===== src/rtl/counter_pkg.sv =====
// Shared types and constants for the counter access path.
package counter_pkg;

   typedef enum logic [1:0] {IDLE, ISSUE, RESP} state_t;

   localparam logic       OWN_WB   = 1'b0;
   localparam logic       OWN_LA   = 1'b1;
   localparam logic [3:0] LA_WSTRB = 4'hF;

endpackage


===== src/rtl/rr_arb2.sv =====
// Two-input round-robin arbiter; the pointer remembers the last winner (1 = LA).
module rr_arb2 (
   input  logic       clk,
   input  logic       reset_n,
   input  logic       en,
   input  logic [1:0] req,
   output logic [1:0] gnt
);

   logic last_q;

   always_comb begin
      gnt = req;
      if (req == 2'b11) begin
         gnt = last_q ? 2'b01 : 2'b10;
      end
   end

   // Resetting to LA hands the first tie to WB.
   always_ff @(posedge clk or negedge reset_n) begin
      if (!reset_n) begin
         last_q <= 1'b1;
      end else if (en && (|req)) begin
         last_q <= gnt[1];
      end
   end

endmodule


===== src/rtl/counter_access_arbiter.sv =====
// Serializes WB and LA requests onto the counter's valid/ready port with a bounded ready wait.
module counter_access_arbiter
   import counter_pkg::*;
#(
   parameter int unsigned BITS    = 32,
   parameter int unsigned TIMEOUT = 15
) (
   input  logic            clk,
   input  logic            reset_n,
   input  logic            wb_valid,
   input  logic            wb_we,
   input  logic [3:0]      wb_sel,
   input  logic [BITS-1:0] wb_wdata,
   output logic            wb_ack,
   output logic            wb_err,
   output logic [BITS-1:0] wb_rdata,
   input  logic            la_req,
   input  logic [BITS-1:0] la_wdata,
   output logic            la_ack,
   output logic            ctr_valid,
   output logic [3:0]      ctr_wstrb,
   output logic [BITS-1:0] ctr_wdata,
   input  logic            ctr_ready,
   input  logic [BITS-1:0] ctr_rdata,
   output logic [1:0]      grant,
   output logic            busy
);

   localparam int unsigned CW = $clog2(TIMEOUT + 1);

   state_t          state_q, state_d;
   logic            owner_q, owner_d;
   logic [3:0]      wstrb_q, wstrb_d;
   logic [BITS-1:0] wdata_q, wdata_d;
   logic [BITS-1:0] rdata_q, rdata_d;
   logic            err_q, err_d;
   logic [CW-1:0]   wait_q, wait_d;
   logic [CW-1:0]   wait_inc;
   logic [1:0]      req;
   logic [1:0]      gnt;
   logic            arb_en;

   assign req      = {la_req, wb_valid};
   assign arb_en   = (state_q == IDLE);
   assign wait_inc = wait_q + CW'(1);

   rr_arb2 u_arb (
      .clk     (clk),
      .reset_n (reset_n),
      .en      (arb_en),
      .req     (req),
      .gnt     (gnt)
   );

   always_comb begin
      state_d = state_q;
      owner_d = owner_q;
      wstrb_d = wstrb_q;
      wdata_d = wdata_q;
      rdata_d = rdata_q;
      err_d   = err_q;
      wait_d  = wait_q;
      unique case (state_q)
         IDLE: begin
            wait_d = '0;
            if (|req) begin
               state_d = ISSUE;
               if (gnt[1]) begin
                  owner_d = OWN_LA;
                  wstrb_d = LA_WSTRB;
                  wdata_d = la_wdata;
               end else begin
                  owner_d = OWN_WB;
                  wstrb_d = wb_sel & {4{wb_we}};
                  wdata_d = wb_wdata;
               end
            end
         end
         ISSUE: begin
            wait_d = wait_inc;
            // Ready takes priority over a timeout landing in the same cycle.
            if (ctr_ready) begin
               rdata_d = ctr_rdata;
               err_d   = 1'b0;
               state_d = RESP;
            end else if (wait_inc == CW'(TIMEOUT)) begin
               rdata_d = '0;
               err_d   = 1'b1;
               state_d = RESP;
            end
         end
         RESP: begin
            state_d = IDLE;
         end
         default: begin
            state_d = IDLE;
         end
      endcase
   end

   always_ff @(posedge clk or negedge reset_n) begin
      if (!reset_n) begin
         state_q <= IDLE;
         owner_q <= OWN_WB;
         wstrb_q <= '0;
         wdata_q <= '0;
         rdata_q <= '0;
         err_q   <= 1'b0;
         wait_q  <= '0;
      end else begin
         state_q <= state_d;
         owner_q <= owner_d;
         wstrb_q <= wstrb_d;
         wdata_q <= wdata_d;
         rdata_q <= rdata_d;
         err_q   <= err_d;
         wait_q  <= wait_d;
      end
   end

   always_comb begin
      busy      = (state_q != IDLE);
      ctr_valid = (state_q == ISSUE);
      ctr_wstrb = wstrb_q;
      ctr_wdata = wdata_q;
      wb_ack    = (state_q == RESP) && (owner_q == OWN_WB);
      la_ack    = (state_q == RESP) && (owner_q == OWN_LA);
      wb_err    = wb_ack && err_q;
      wb_rdata  = wb_ack ? rdata_q : '0;
      grant     = '0;
      if (busy) begin
         grant = (owner_q == OWN_LA) ? 2'b10 : 2'b01;
      end
   end

endmodule


===== config.mk =====
export PLATFORM = sky130hd
export DESIGN_NAME = counter_access_arbiter
export DESIGN_NICKNAME = d
export VERILOG_FILES = /design/src/rtl/counter_pkg.sv /design/src/rtl/rr_arb2.sv /design/src/rtl/counter_access_arbiter.sv
export SDC_FILE = /design/constraint.sdc
export NUM_CORES = 1
export LEC_CHECK = 0
export BUFFER_PORTS_ARGS = -buffer_cell sky130_fd_sc_hd__buf_2
export CAP_MARGIN = 20
export CORE_MARGIN = 3
export CORE_UTILIZATION = 30
export DETAILED_ROUTE_END_ITERATION = 7
export PLACE_DENSITY_LB_ADDON = 0.2
export REMOVE_ABC_BUFFERS = 1
export SLEW_MARGIN = 20
export SYNTH_ARGS = -nofsm -noshare
export SYNTH_HDL_FRONTEND = slang
export SYNTH_SLANG_ARGS = --single-unit

===== constraint.sdc =====
create_clock -name clk -period 2.7 [get_ports clk]
set_input_delay 0.27 -clock clk [delete_from_list [all_inputs] [get_ports clk]]
set_output_delay 0.27 -clock clk [all_outputs]
set_load 0.05 [all_outputs]

## Word-level counts from Yosys, hierarchy flattened

Cells that the tools add are included.

- Bits in registers: 77
- Input bits: 106
- Output and inout port bits: 75
- Logic and storage cells: 46

- $add $sub $neg: 1
- Equal/unequal tests: 6
- Mux-type cells: 17
- Bitwise operators: 2
- Reductions and logical operators: 12

Operators by type and width:

| kind | count |
|---|---|
| 32-bit 2-to-1 mux | 4 |
| 2-bit 2-to-1 mux | 7 |
| 4-bit one-hot mux with 2 select lines | 1 |
| 2-bit AND reduction | 3 |
| 2-bit nonzero test | 3 |
| 4-bit by 1-bit adder with 4-bit output, second input constant | 1 |
| 4-bit AND | 1 |
| 2-bit equality test, second input constant | 2 |
| 4-bit equality test, second input constant | 1 |
| 1-bit logical AND | 4 |
| 4-bit 2-to-1 mux | 1 |
| 2-bit one-hot mux with 2 select lines | 1 |
| 1-bit 2-to-1 mux | 3 |
| 3-bit by 1-bit != test with 1-bit output, second input constant | 1 |
| 2-bit by 1-bit equality test with 1-bit output, second input constant | 1 |
| 2-bit logical NOT | 1 |
| 2-bit != test, second input constant | 1 |
| 2-bit OR reduction | 1 |
| 1-bit inverter | 1 |

## Longest topological paths before layout

Gate-level depths: netlist of run 1.

- Word-level depth: 5
- Depth in mapped cells: 7
- Mapped depth without buffers: 6

## Cells and area by module

Synthesis of run 1 repeated with hierarchy kept, for this count alone.

- Cell total of the unflattened synthesis: 320
- Area, all modules: 3529.6 um2

By module, submodules not included:

| module | times used | cells each | area each (um2) | sequential area each (um2) |
|---|---|---|---|---|
| counter_access_arbiter | 1 | 314 | 3473.3 | 1901.8 |
| rr_arb2 | 1 | 6 | 56.3 | 26.3 |

## Least setup slack after synthesis of run 1

Ideal clock, no wire load.

- Kind: register to output
- From: register state_q[1]
- To: output port wb_rdata[22]
- Arrival time: 2.015 ns
- Required time: 2.430 ns
- Slack: 0.415 ns
- Cell stages (with the launch flop): 5
- Buffers on the path: 2
- Cell sequence: dfrtp_1 -> buf_2 -> nor3b_1 -> clkbuf_1 -> and2_1

- Word-level cells in the longest chain between the ends: 3

Ends and longest elaborated chain:

| element | line | RTL |
|---|---|---|
| start, declared | counter_access_arbiter.sv:31 | `state_t state_q, state_d;` |
| start signal, assigned | counter_access_arbiter.sv:111 | `state_q <= state_d;` |
| 2-bit equality test | counter_access_arbiter.sv:126 | `wb_ack = (state_q == RESP) && (owner_q == OWN_WB);` |
| 1-bit logical AND | counter_access_arbiter.sv:126 |  |
| via wb_ack | counter_access_arbiter.sv:14 | `output logic wb_ack,` |
| 32-bit 2-to-1 mux | counter_access_arbiter.sv:129 | `wb_rdata = wb_ack ? rdata_q : '0;` |
| end, declared | counter_access_arbiter.sv:16 | `output logic [BITS-1:0] wb_rdata,` |

The timed path passes the listed nets, and every way through them passes these cells.

## Final worst setup path of run 1

- From: register state_q[1]
- To: output port wb_rdata[8]

- Word-level cells in the longest chain between the ends: 3

Ends and longest elaborated chain:

| element | line |
|---|---|
| 2-bit equality test | counter_access_arbiter.sv:126 |
| 1-bit logical AND | counter_access_arbiter.sv:126 |
| 32-bit 2-to-1 mux | counter_access_arbiter.sv:129 |

Every way passes these cells.

==> summary.txt, run 1 <==
Outcome
  • Outcome: finished, final reports clean

Clock network
  • Clock latency reported for the late side of the worst-skew pair: about 0.32 ns
  • Maximum count of clock buffers along a single path: 2
  • CTS Buf Count: 9
  • Total number of H-tree levels: 3
  • Clock-pin slew on the worst setup and hold paths: around 0.060 ns
  • CTS tree: done
  • Clock tree root buffer cell: sky130_fd_sc_hd__clkbuf_16
  • CTS sink cnt: a little under 80
  • Cts repair resizes: 0

Worst hold path
  • Worst Hold Path Cells: 2
  • Type of the tightest min-delay check: input port to flip-flop
  • Destination of the worst hold path: rdata_q[0]
  • Worst min-delay path startpoint: ctr_rdata[0]

Floorplanning
  • Row Count: 38
  • Overall die area: about 0.013 mm^2
  • Die Ht: ~110 um
  • Effective utilization at floorplan: roughly a third
  • Width of the chip: around 110 um
  • Core outline area: ~0.011 mm^2
  • Top Ports: approximately 180

GRT
  • Pin count of the biggest net entering global routing: 78
  • Via count of the first global-routing pass: roughly 2,900
  • Antenna violations before repair: 0
  • Global router's overall resource usage: approximately 14%
  • Overflow left after global routing: 0
  • First-pass GRT wire length: 14,500 um

Synth
  • Ys async rst share: 100%
  • Library cell with the largest summed area after synthesis: sky130_fd_sc_hd__dfrtp_1
  • Cell types occupying the most area after synthesis: sky130_fd_sc_hd__dfrtp_1, sky130_fd_sc_hd__mux2i_1, sky130_fd_sc_hd__a22o_1, sky130_fd_sc_hd__and2_1, sky130_fd_sc_hd__a21oi_1
  • Top flip-flop cell by instance count after synthesis: sky130_fd_sc_hd__dfrtp_1
  • Count of flip-flops with a built-in enable after synthesis: 0
  • Synth Register Bits: 77
  • Area of the mapped netlist: between 0.003 and 0.004 mm^2
  • Number of instances in the synthesized netlist: 320
  • Yosys synthesis warning count: 0
  • Synth Area per Inst: 11.0 um^2
  • Cell variety after synth: 32
  • Fraction of the yosys area taken by sequential cells: between 50% and 60%
  • Post-synth top area share: 54.0%

Route
  • Routed wire length: around 9000 um
  • Residual DRC count: 0
  • Iteration-0 DRC count of the detailed router: 96
  • Via density per instance: around 4.6
  • Remaining antenna violation count after routing: 0
  • Average wire per standard cell: about 14 um
  • Detailed Routing Iterations Pass 1: 4
  • Number of vias after detailed routing: 2,952

Timing
  • Final count of pins violating max slew: 0
  • Max-slew headroom at the worst pin: between 60% and 70%
  • Final count of hold timing violations: 0
  • Max Clock Freq: 0.479 GHz
  • Fraction of the cycle the final worst path needs: about 77%
  • Maximum clock skew at final layout: ~0.0042 ns
  • Setup repair after global routing missed its margin: no
  • Setup Viol. Count Final: 0
  • Time the worst path needs with I/O delays and setup: approximately 2.1 ns
  • Post-route setup TNS: 0 ns
  • Slew at the pin closest to its max-slew limit: 0.569 ns

Pwr
  • Max rail drop VDD: 0.000716 V
  • Power per cell area: 1250 mW/mm^2
  • Leakage: around 2.5 nW

Worst setup path
  • Crit Reg-Reg Startpoint: state_q[1]
  • Slowest cell on crit path: sky130_fd_sc_hd__dfrtp_1
  • Type of element capturing the critical path: output port
  • Worst reg2reg endpoint: ctr_wdata[0]
  • FF-to-FF path depth: 5
  • Worst Setup Start Kind: flip-flop
  • Longest individual stage delay on the worst path: between 0.5 and 0.6 ns
  • Minimum setup slack among reg-to-reg paths: 0.79 ns
  • Arrival time reported for the critical path endpoint: 1.82 ns
  • CP delay by family, top: buffers and inverters
  • Crit. path cell count: 4
  • Worst path cell trace: nor3b_2 > buf_4 > and2_1 > buf_2
  • Worst Setup Path Type: flip-flop to output port
  • Buffer and inverter count on the worst path: 2
  • Worst Path Required: 2.43 ns
  • Biggest fanout along the worst timing path: 34

Placed design
  • Half-perimeter wire length of the detailed placement result: about 6500 um
  • GPL Wtd Cong: about 0.80
  • Buffers on Ports: 180

Job
  • Maximum Capacitance Violations: 0

Finish
  • Post-layout util: a little over two fifths
  • Diodes inserted: 0
  • NumNets Final: ~600
  • Layout cell share with drive strength beyond 1: roughly 43%
  • Area added between synthesis and finish: 37.5%
==> metal layers <==
layer / vias up / global-route usage (%) / wire [um] / share of wire, %
met1: 1402 / 16.5 / 3640 / 40
met2: 76 / 24.5 / 5000 / 55
met5: - / 0 / 0 / 0
li1: 1468 / - / - / -
met3: 6 / 3.59 / 367 / 4.0
met4: 0 / 3.88 / 91 / 1.0
==> cell usage in the layout, fill, tap and decap left out, types with 2 or more instances in the layout <==
cell / Yosys / final
sky130_fd_sc_hd__a22o_1: 30 / 30
sky130_fd_sc_hd__clkbuf_16: 0 / 9
sky130_fd_sc_hd__a21oi_1: 41 / 41
sky130_fd_sc_hd__ha_1: 2 / 2
sky130_fd_sc_hd__inv_1: 5 / 5
sky130_fd_sc_hd__and2_1: 34 / 34
sky130_fd_sc_hd__nand3b_1: 3 / 3
sky130_fd_sc_hd__nand2_1: 4 / 4
sky130_fd_sc_hd__nor2_1: 42 / 42
sky130_fd_sc_hd__o21ai_0: 5 / 5
sky130_fd_sc_hd__buf_2: 12 / 179
sky130_fd_sc_hd__buf_4: 4 / 5
sky130_fd_sc_hd__dfrtp_1: 76 / 76
sky130_fd_sc_hd__mux2i_1: 32 / 32
sky130_fd_sc_hd__a22o_2: 4 / 4
sky130_fd_sc_hd__clkbuf_8: 0 / 2
sky130_fd_sc_hd__nor3_1: 3 / 3
sky130_fd_sc_hd__clkinv_2: 0 / 5
==> sequential cells by signal, summed over array words and instances, names as in the netlist <==
register      count
owner_q           1
err_q             1
state_q           2
ctr_wstrb         4
u_arb.last_q      1
rdata_q          32
ctr_wdata        32
wait_q            4
==> kinds of logic (layout without fill, tap and decap cells) <==
| logic type | after synthesis | in the layout | synth area share, % |
|---|---|---|---|
| and+or+nand+nor | 93 | 93 | 13.7 |
| AOI/OAI and AO/OA | 87 | 87 | 17.3 |
| DFF | 77 | 77 | 54.7 |
| muxes | 32 | 32 | 9.09 |
| buffers and inverters | 29 | 209 | 4.58 |
| adders and majority gates | 2 | 2 | 0.710 |
==> how the worst max path moves through the flow <==
stage / from / endpoint / slack, ns
6_report: state_q[1] / wb_rdata[8] / 0.61
5_1_grt: state_q[1] / wb_rdata[8] / 0.48
4_1_cts: state_q[1] / wb_rdata[8] / 0.58
3_5_place_dp: state_q[1] / ctr_wdata[3] / 0.80
3_3_place_gp: state_q[1] / ctr_wdata[3] / 0.86
2_1_floorplan: u_arb.last_q / ctr_wdata[0] / -1.93
==> cells in the mapped netlist, drive strengths merged, types with 3 or more instances <==
cell type,count
inv,6
a21oi,41
and2,35
nor3,4
nand3b,3
nand2,4
a22o,34
mux2i,32
nor2,42
o21ai,5
buf,19
dfrtp,76
clkbuf,4
==> stage by stage <==
step / power, mW / area [um^2] / instances / hold slack (ns) / setup slack, ns
finish: 6.05 / 4850 / 640 / 0.167 / 0.612
global route: 6.44 / 4850 / 640 / 0.154 / 0.483
CTS: 6.13 / 4810 / 638 / 0.145 / 0.578
detailed placement: 4.98 / 4530 / 622 / 0.475 / 0.798
global placement: 4.94 / 4530 / 622 / 0.476 / 0.864
floorplan: 4.20 / 3390 / 297 / -0.0256 / -1.93
==> final cells by class <==
type | count | area, um^2
sequential | 77 | 1930
fill | 1114 | 6330
clock buffer | 11 | 253
timing repair buffer | 187 | 991
multi-input combinational | 214 | 1450
inverter | 6 | 22.5
tap | 140 | 175
clock inverter | 5 | 25.0
==> report_power, final <==
part	switching [mW]	internal [mW]	leakage [nW]
logic	2.09	0.841	1.44
clock network	0.445	0.664	0.145
registers	0.311	1.70	0.908
total	2.84	3.21	2.49
==> repair_timing <==
item	in CTS	in global routing
setup buffers	0	0
hold buffers	0	1
endpoints found under the hold margin	0	31
(Power assumes the default switching activity.)
==> run 2, diff against run 1 <==
clock period = 1.7 ns   (was 2.7 ns; I/O delays follow)
==> run 2 against run 1 <==
Net effect:
- sequential power increased by 60%
- largest power group unchanged
- the flow now finishes with violations (negative setup slack)
- sequential share of layout area decreased by 4.6 points
- global-route usage increased by 1.0 points
- cell area increased by 13%
==> summary.txt, run 2 (synthesis results as in run 1) <==
Route
  • Remaining antenna violation count after routing: 0 (unchanged)
  • Number of vias after detailed routing: 3,045 (was 2,952)
  • Routed wire length: 9980 um (was 9100 um)
  • Via density per instance: 4.64 (was 4.61)
  • Iteration-0 DRC count of the detailed router: 136 (was 96)
  • Detailed Routing Iterations Pass 1: 4 (unchanged)
  • Average wire per standard cell: 15.2 um (was 14.2 um)
  • Residual DRC count: 0 (unchanged)

Placed design
  • Half-perimeter wire length of the detailed placement result: 6900 um (was 6540 um)
  • GPL Wtd Cong: 0.825 (was 0.802)
  • Buffers on Ports: 180 (unchanged)
  • Placed instance count: 631 (was 622)
  • Worst Setup Slack post-DPL: -0.0189 ns (was 0.798 ns)

Timing
  • Slew at the pin closest to its max-slew limit: 0.552 ns (was 0.569 ns)
  • Post-route setup TNS: -1.99 ns (was 0 ns)
  • Max-slew headroom at the worst pin: 63.2% (was 62.1%)
  • Setup Viol. Count Final: 58 (was 0)
  • Final count of pins violating max slew: 0 (unchanged)
  • Maximum clock skew at final layout: 0.00450 ns (was 0.00421 ns)
  • Fraction of the cycle the final worst path needs: 104%
  • Setup repair after global routing missed its margin: yes (was no)
  • Final count of hold timing violations: 0 (unchanged)
  • Max Clock Freq: between 0.5 and 0.6 GHz
  • Time the worst path needs with I/O delays and setup: 1.77 ns
  • Minimum setup slack in the final design: -0.0671 ns (was 0.612 ns)
  • Post-Route Hold Slack: 0.0560 ns (was 0.167 ns)

Finish
  • Post-layout util: 49.2% (was 43.4%)
  • Commonest cells after routing, fill and taps aside: sky130_fd_sc_hd__buf_2, sky130_fd_sc_hd__dfrtp_1, sky130_fd_sc_hd__nor2_1, sky130_fd_sc_hd__a21oi_1, sky130_fd_sc_hd__mux2i_1 (was sky130_fd_sc_hd__buf_2, sky130_fd_sc_hd__dfrtp_1, sky130_fd_sc_hd__nor2_1)
  • Diodes inserted: 0 (unchanged)
  • Area added between synthesis and finish: 55.9% (was 37.5%)
  • NumNets Final: 619 (was 603)
  • Final cell count without fillers: 656 (was 640)
  • Most common cell after layout, fill and taps aside: sky130_fd_sc_hd__buf_2 (unchanged)
  • Layout cell share with drive strength beyond 1: 49.8% (was 43.4%)

Worst setup path
  • Type of element capturing the critical path: output port (unchanged)
  • Worst Setup Path Type: flip-flop to output port (unchanged)
  • Worst Setup Start Kind: flip-flop (unchanged)
  • Arrival time reported for the critical path endpoint: 1.60 ns (was 1.82 ns)
  • Worst Path Required: 1.53 ns (was 2.43 ns)
  • Biggest fanout along the worst timing path: 17 (was 34)

Clock network
  • Clock-pin slew on the worst setup and hold paths: 0.06 ns (about the same)
  • Total number of H-tree levels: 3 (unchanged)
  • CTS sink cnt: 77 (unchanged)
  • CTS tree: done (unchanged)
  • CTS Buf Count: 9 (unchanged)
  • Clock tree root buffer cell: sky130_fd_sc_hd__clkbuf_16 (unchanged)
  • Clock latency reported for the late side of the worst-skew pair: 0.32 ns (about the same)
  • Maximum count of clock buffers along a single path: 2 (unchanged)

Job
  • Maximum Capacitance Violations: 0 (unchanged)

GRT
  • Via count of the first global-routing pass: 3,204 (was 2,936)
  • Antenna violations before repair: 0 (unchanged)
  • Global router's overall resource usage: 14.9% (was 13.8%)
  • First-pass GRT wire length: 15,600 um (was 14,500 um)
  • Pin count of the biggest net entering global routing: 42 (was 78)
  • Overflow left after global routing: 0 (unchanged)

Floorplanning
  • Top Ports: 181 (unchanged)
  • Overall die area: 0.0131 mm^2 (unchanged)
  • Core outline area: 0.0112 mm^2 (unchanged)
  • Effective utilization at floorplan: 31.5% (unchanged)
  • Row Count: 38 (unchanged)
  • Width of the chip: 114 um (unchanged)
  • Die Ht: 114 um (unchanged)

Pwr
  • Leakage: 2.69 nW (was 2.49 nW)
  • Power per cell area: 1950 mW/mm^2 (was 1250 mW/mm^2)
  • Max rail drop VDD: 0.00118 V (was 0.000716 V)

Outcome
  • Violated checks: negative setup slack
  • Outcome: complete, but fails checks (was finished, final reports clean)

Worst hold path
  • Type of the tightest min-delay check: input port to flip-flop (unchanged)
run 2: cell types whose count changed in the layout (fill, tap and decap cells not counted), moves of 2 or more:
cell | previous run | this run
sky130_fd_sc_hd__clkinv_2 | 5 | 1
sky130_fd_sc_hd__dfrtp_2 | 0 | 4
sky130_fd_sc_hd__bufinv_16 | 0 | 3
sky130_fd_sc_hd__buf_8 | 0 | 17
sky130_fd_sc_hd__ha_1 | 2 | 0
sky130_fd_sc_hd__dfrtp_1 | 76 | 72
sky130_fd_sc_hd__buf_6 | 0 | 17
sky130_fd_sc_hd__buf_12 | 1 | 8
sky130_fd_sc_hd__and2_1 | 34 | 16
sky130_fd_sc_hd__and2_4 | 0 | 18
sky130_fd_sc_hd__clkbuf_1 | 0 | 2
sky130_fd_sc_hd__buf_4 | 5 | 13
sky130_fd_sc_hd__buf_2 | 179 | 145
run 2: worst max-delay path, stage by stage, from the launching register on:
cell and delay [ns]:
sky130_fd_sc_hd__dfrtp_2 0.43, sky130_fd_sc_hd__nor3b_4 0.24, sky130_fd_sc_hd__buf_12 0.15, sky130_fd_sc_hd__buf_12 0.14, sky130_fd_sc_hd__and2_1 0.16, sky130_fd_sc_hd__buf_6 0.16
run 2: timing repair:
action                                  in CTS  in global routing
pin swaps                                    2                  1
cloned                                       1                  2
setup buffers                                4                  1
endpoints found under the setup margin      63                 70
hold buffers                                 1                  0
hold endpoints to repair                    38                  0
gates resized for setup                     79                 35
run 2: final cells by class:
type                    count  area [um^2]
clock buffers              12          246
clock inverters             4         95.1
fillers                  1049         5680
inverters                   6         22.5
multi-input cells         214         1530
flip-flops and latches     77         1930
well taps                 140          175
repair buffers            203         1490
run 2: final timing paths:
check	from	to	slack [ns]	depth (start not counted)
worst max-delay path	state_q[0]	wb_rdata[16]	-0.07	5
worst min-delay path	ctr_ready	state_q[0]	0.06	2
worst max register to register	wait_q[3]	rdata_q[30]	-0.04	5
worst min register to register	rdata_q[22]	rdata_q[22]	0.49	1
max in group asynchronous	reset_n	ctr_wdata[18]	0.76	3
min in group asynchronous	reset_n	rdata_q[2]	0.38	2
run 2: metrics by stage:
step,power (mW),area (um^2)
after floorplan,6.67,3390
after global placement,8.05,4670
after detailed placement,8.12,4670
after CTS,10.6,5340
after global routing,11.3,5490
final,10.7,5490
run 2: power breakdown:
group          total [mW]  switching, mW  internal, mW
Sequential           3.21          0.494          2.71
Combinational        5.31           3.50          1.81
Clock                2.18          0.708          1.47
Total                10.7           4.70          6.00
run 2: per-layer routing:
metal  global-route usage [%]  part of all wire (%)
met1                     17.2                    40
met2                     27.4                    55
met3                     3.01                   3.7
met4                     4.59                  0.97
met5                        0                     0
==> run 3, diff against run 2 <==
SETUP_SLACK_MARGIN = 0.4   (was not set)
==> run 3 against run 2 <==
Net effect:
- the run still ends with negative setup slack left
- setup slack worse by 0.011 ns
- cell area up 20%
- non-clock buffer count up 42
- count of clock-buffer cells in the layout unchanged
- sequential cell count unchanged
- die area unchanged
- critical path depth unchanged
- first-iteration DRC count down 13%
- wire length up 21%
- total power up 24%
- combinational power up 46%
- sequential share of layout area down 5.9 points
- critical endpoint is now wb_rdata[10]
==> summary.txt, run 3 (synthesis results as in run 1) <==
Outcome
  • Outcome: complete, but fails checks (unchanged)
  • Violated checks: negative setup slack (unchanged)

Clock network
  • Clock latency reported for the late side of the worst-skew pair: 0.32 ns (about the same)
  • CTS tree: done (unchanged)
  • CTS Buf Count: 9 (unchanged)
  • Maximum count of clock buffers along a single path: 2 (unchanged)
  • Clock-pin slew on the worst setup and hold paths: 0.06 ns (about the same)
  • CTS sink cnt: 77 (unchanged)
  • Total number of H-tree levels: 3 (unchanged)
  • Clock tree root buffer cell: sky130_fd_sc_hd__clkbuf_16 (unchanged)

GRT
  • Via count of the first global-routing pass: 3,486 (was 3,204)
  • Overflow left after global routing: 0 (unchanged)
  • Pin count of the biggest net entering global routing: 42 (unchanged)
  • Global router's overall resource usage: 17.3% (was 14.9%)
  • Antenna violations before repair: 0 (unchanged)
  • First-pass GRT wire length: 17,900 um (was 15,600 um)

Placed design
  • Half-perimeter wire length of the detailed placement result: 6900 um (unchanged)
  • Buffers on Ports: 180 (unchanged)
  • Placed instance count: 631 (unchanged)
  • GPL Wtd Cong: 0.825 (unchanged)

Route
  • Length of routed met2 wiring: 6730 um (was 5510 um)
  • Iteration-0 DRC count of the detailed router: 119 (was 136)
  • Met1 WL: 4850 um (was 4000 um)
  • Residual DRC count: 0 (unchanged)
  • Routed wire length: 12,100 um (was 9980 um)
  • Average wire per standard cell: 17.4 um (was 15.2 um)
  • Detailed Routing Iterations Pass 1: 4 (unchanged)
  • Routed length on met3: 448 um (was 370 um)
  • Number of vias after detailed routing: 3,361 (was 3,045)
  • Via density per instance: 4.82 (was 4.64)
  • Remaining antenna violation count after routing: 0 (unchanged)
  • Top routing layer in use: met4 (unchanged)

Worst setup path
  • Longest individual stage delay on the worst path: 0.42 ns (was 0.43 ns)
  • Arrival time reported for the critical path endpoint: 1.61 ns (was 1.60 ns)
  • FF-to-FF path depth: 7 (was 5)
  • Worst Setup Path Type: flip-flop to output port (unchanged)
  • Worst reg2reg endpoint: rdata_q[30] (unchanged)
  • Worst path cell trace: nor3b_4 > buf_12 > clkbuf_16 > and2_4 > buf_8 (was nor3b_4 > buf_12 > buf_12 > and2_1 > buf_6)
  • Slowest cell on crit path: sky130_fd_sc_hd__dfrtp_2 (unchanged)
  • Biggest fanout along the worst timing path: 8 (was 17)
  • Crit Reg-Reg Startpoint: wait_q[0] (was wait_q[3])
  • Worst Path Required: 1.53 ns (about the same)
  • Worst Setup Start Kind: flip-flop (unchanged)
  • Minimum setup slack among reg-to-reg paths: -0.05 ns (was -0.04 ns)
  • Type of element capturing the critical path: output port (unchanged)

Timing
  • Final count of pins violating max slew: 0 (unchanged)
  • Fraction of the cycle the final worst path needs: 105% (was 104%)
  • Slew at the pin closest to its max-slew limit: 0.558 ns (was 0.552 ns)
  • Maximum clock skew at final layout: 0.00423 ns (was 0.00450 ns)
  • Setup repair after global routing missed its margin: yes (unchanged)
  • Max-slew headroom at the worst pin: 62.8% (was 63.2%)
  • Setup Viol. Count Final: 68 (was 58)
  • Final count of hold timing violations: 0 (unchanged)
  • Time the worst path needs with I/O delays and setup: 1.78 ns (was 1.77 ns)
  • Max Clock Freq: 0.563 GHz (was 0.566 GHz)
  • Minimum setup slack in the final design: -0.0777 ns (was -0.0671 ns)

Floorplanning
  • Effective utilization at floorplan: 31.5% (unchanged)
  • Row Count: 38 (unchanged)
  • Die Ht: 114 um (unchanged)
  • Width of the chip: 114 um (unchanged)
  • Top Ports: 181 (unchanged)
  • Overall die area: 0.0131 mm^2 (unchanged)
  • Core outline area: 0.0112 mm^2 (unchanged)

Worst hold path
  • Worst Hold Path Cells: 2 (unchanged)
  • Destination of the worst hold path: state_q[0] (unchanged)
  • Worst min-delay path startpoint: ctr_ready (unchanged)
  • Type of the tightest min-delay check: input port to flip-flop (unchanged)

Finish
  • Most common cell after layout, fill and taps aside: sky130_fd_sc_hd__buf_2 (unchanged)
  • Area added between synthesis and finish: 87.6% (was 55.9%)
  • Commonest cells after routing, fill and taps aside: sky130_fd_sc_hd__buf_2, sky130_fd_sc_hd__dfrtp_1, sky130_fd_sc_hd__buf_8 (was sky130_fd_sc_hd__buf_2, sky130_fd_sc_hd__dfrtp_1, sky130_fd_sc_hd__nor2_1, sky130_fd_sc_hd__a21oi_1, sky130_fd_sc_hd__mux2i_1)
  • Layout cell share with drive strength beyond 1: 66.5% (was 49.8%)
  • Final cell count without fillers: 698 (was 656)
  • Diodes inserted: 0 (unchanged)
  • NumNets Final: 661 (was 619)

Pwr
  • Leakage: 3.11 nW (was 2.69 nW)
  • Total power after layout: 13.2 mW (was 10.7 mW)
  • Max rail drop VDD: 0.00132 V (was 0.00118 V)
  • Power per cell area: 2000 mW/mm^2 (was 1950 mW/mm^2)

Job
  • Maximum Capacitance Violations: 0 (unchanged)
-- run 3: cell count changes in the layout (fill, tap and decap cells not counted), moves of 5 or more --
cell	change
sky130_fd_sc_hd__nor2_4	+11
sky130_fd_sc_hd__a21oi_2	+33
sky130_fd_sc_hd__buf_12	+7
sky130_fd_sc_hd__and2_1	-16
sky130_fd_sc_hd__buf_2	-5
sky130_fd_sc_hd__buf_8	+19
sky130_fd_sc_hd__buf_6	+6
sky130_fd_sc_hd__nor2_1	-18
sky130_fd_sc_hd__and2_4	+16
sky130_fd_sc_hd__a21oi_1	-33
sky130_fd_sc_hd__buf_16	+9
sky130_fd_sc_hd__nor2_2	+7
-- run 3: per-layer routing --
layer | up-vias | GRT usage (%)
met3 | 6 | 2.96
met1 | 1688 | 20.6
met2 | 79 | 32.0
met4 | 0 | 4.83
li1 | 1588 | -
met5 | - | 0
-- run 3: through the flow --
stage	TNS [ns]	hold slack, ns	area (um^2)	setup WS [ns]	util [%]
global placement	0	0.204	4670	0.0227	41.8
floorplan	-187.29	-0.126	3390	-2.93	-
detailed placement	-0.0677	0.204	4670	-0.0189	41.8
finish	-2.34	0.0592	6610	-0.0777	59.2
CTS	-1.91	0.0416	6150	-0.0618	55.1
global route	-7.21	0.0600	6610	-0.127	59.2
-- run 3: layout make-up --
type,count,area [um^2]
clock inverter,4,95.1
tap,140,175
fill,906,4560
timing repair buffer,245,2310
multi-input combinational,214,1830
sequential,77,1930
inverter,6,28.8
clock buffer,12,246
-- run 3: worst max path at each step --
| stage | slack (ns) | start | end |
|---|---|---|---|
| detailed placement | -0.02 | wait_q[0] | rdata_q[28] |
| global placement | 0.02 | wait_q[0] | rdata_q[28] |
| floorplan | -2.93 | u_arb.last_q | ctr_wdata[0] |
| global route | -0.13 | wait_q[0] | rdata_q[30] |
| finish | -0.08 | state_q[0] | wb_rdata[10] |
| CTS | -0.06 | owner_q | wb_rdata[8] |
-- run 3: power by group --
group / leakage (nW) / switching (mW) / total [mW] / internal (mW)
sequential: 0.903 / 0.585 / 3.30 / 2.71
clock: 0.167 / 0.709 / 2.18 / 1.47
combinational: 2.04 / 4.31 / 7.74 / 3.43
-- run 3: worst max-delay path: cells and delay by family (launching register included) --
family	cells	cell delay, ns
and+or+nand+nor	2	0.39
buffers and inverters	3	0.47
DFF	1	0.42
-- run 3: timing repair --
item / 4_1_cts / 5_1_grt
pin swaps: 14 / 20
gates resized for setup: 192 / 74
hold endpoints to repair: 38 / 0
hold buffers: 1 / 0
setup endpoints to repair: 108 / 114
gates cloned: 10 / 6
buffers inserted: 22 / 12
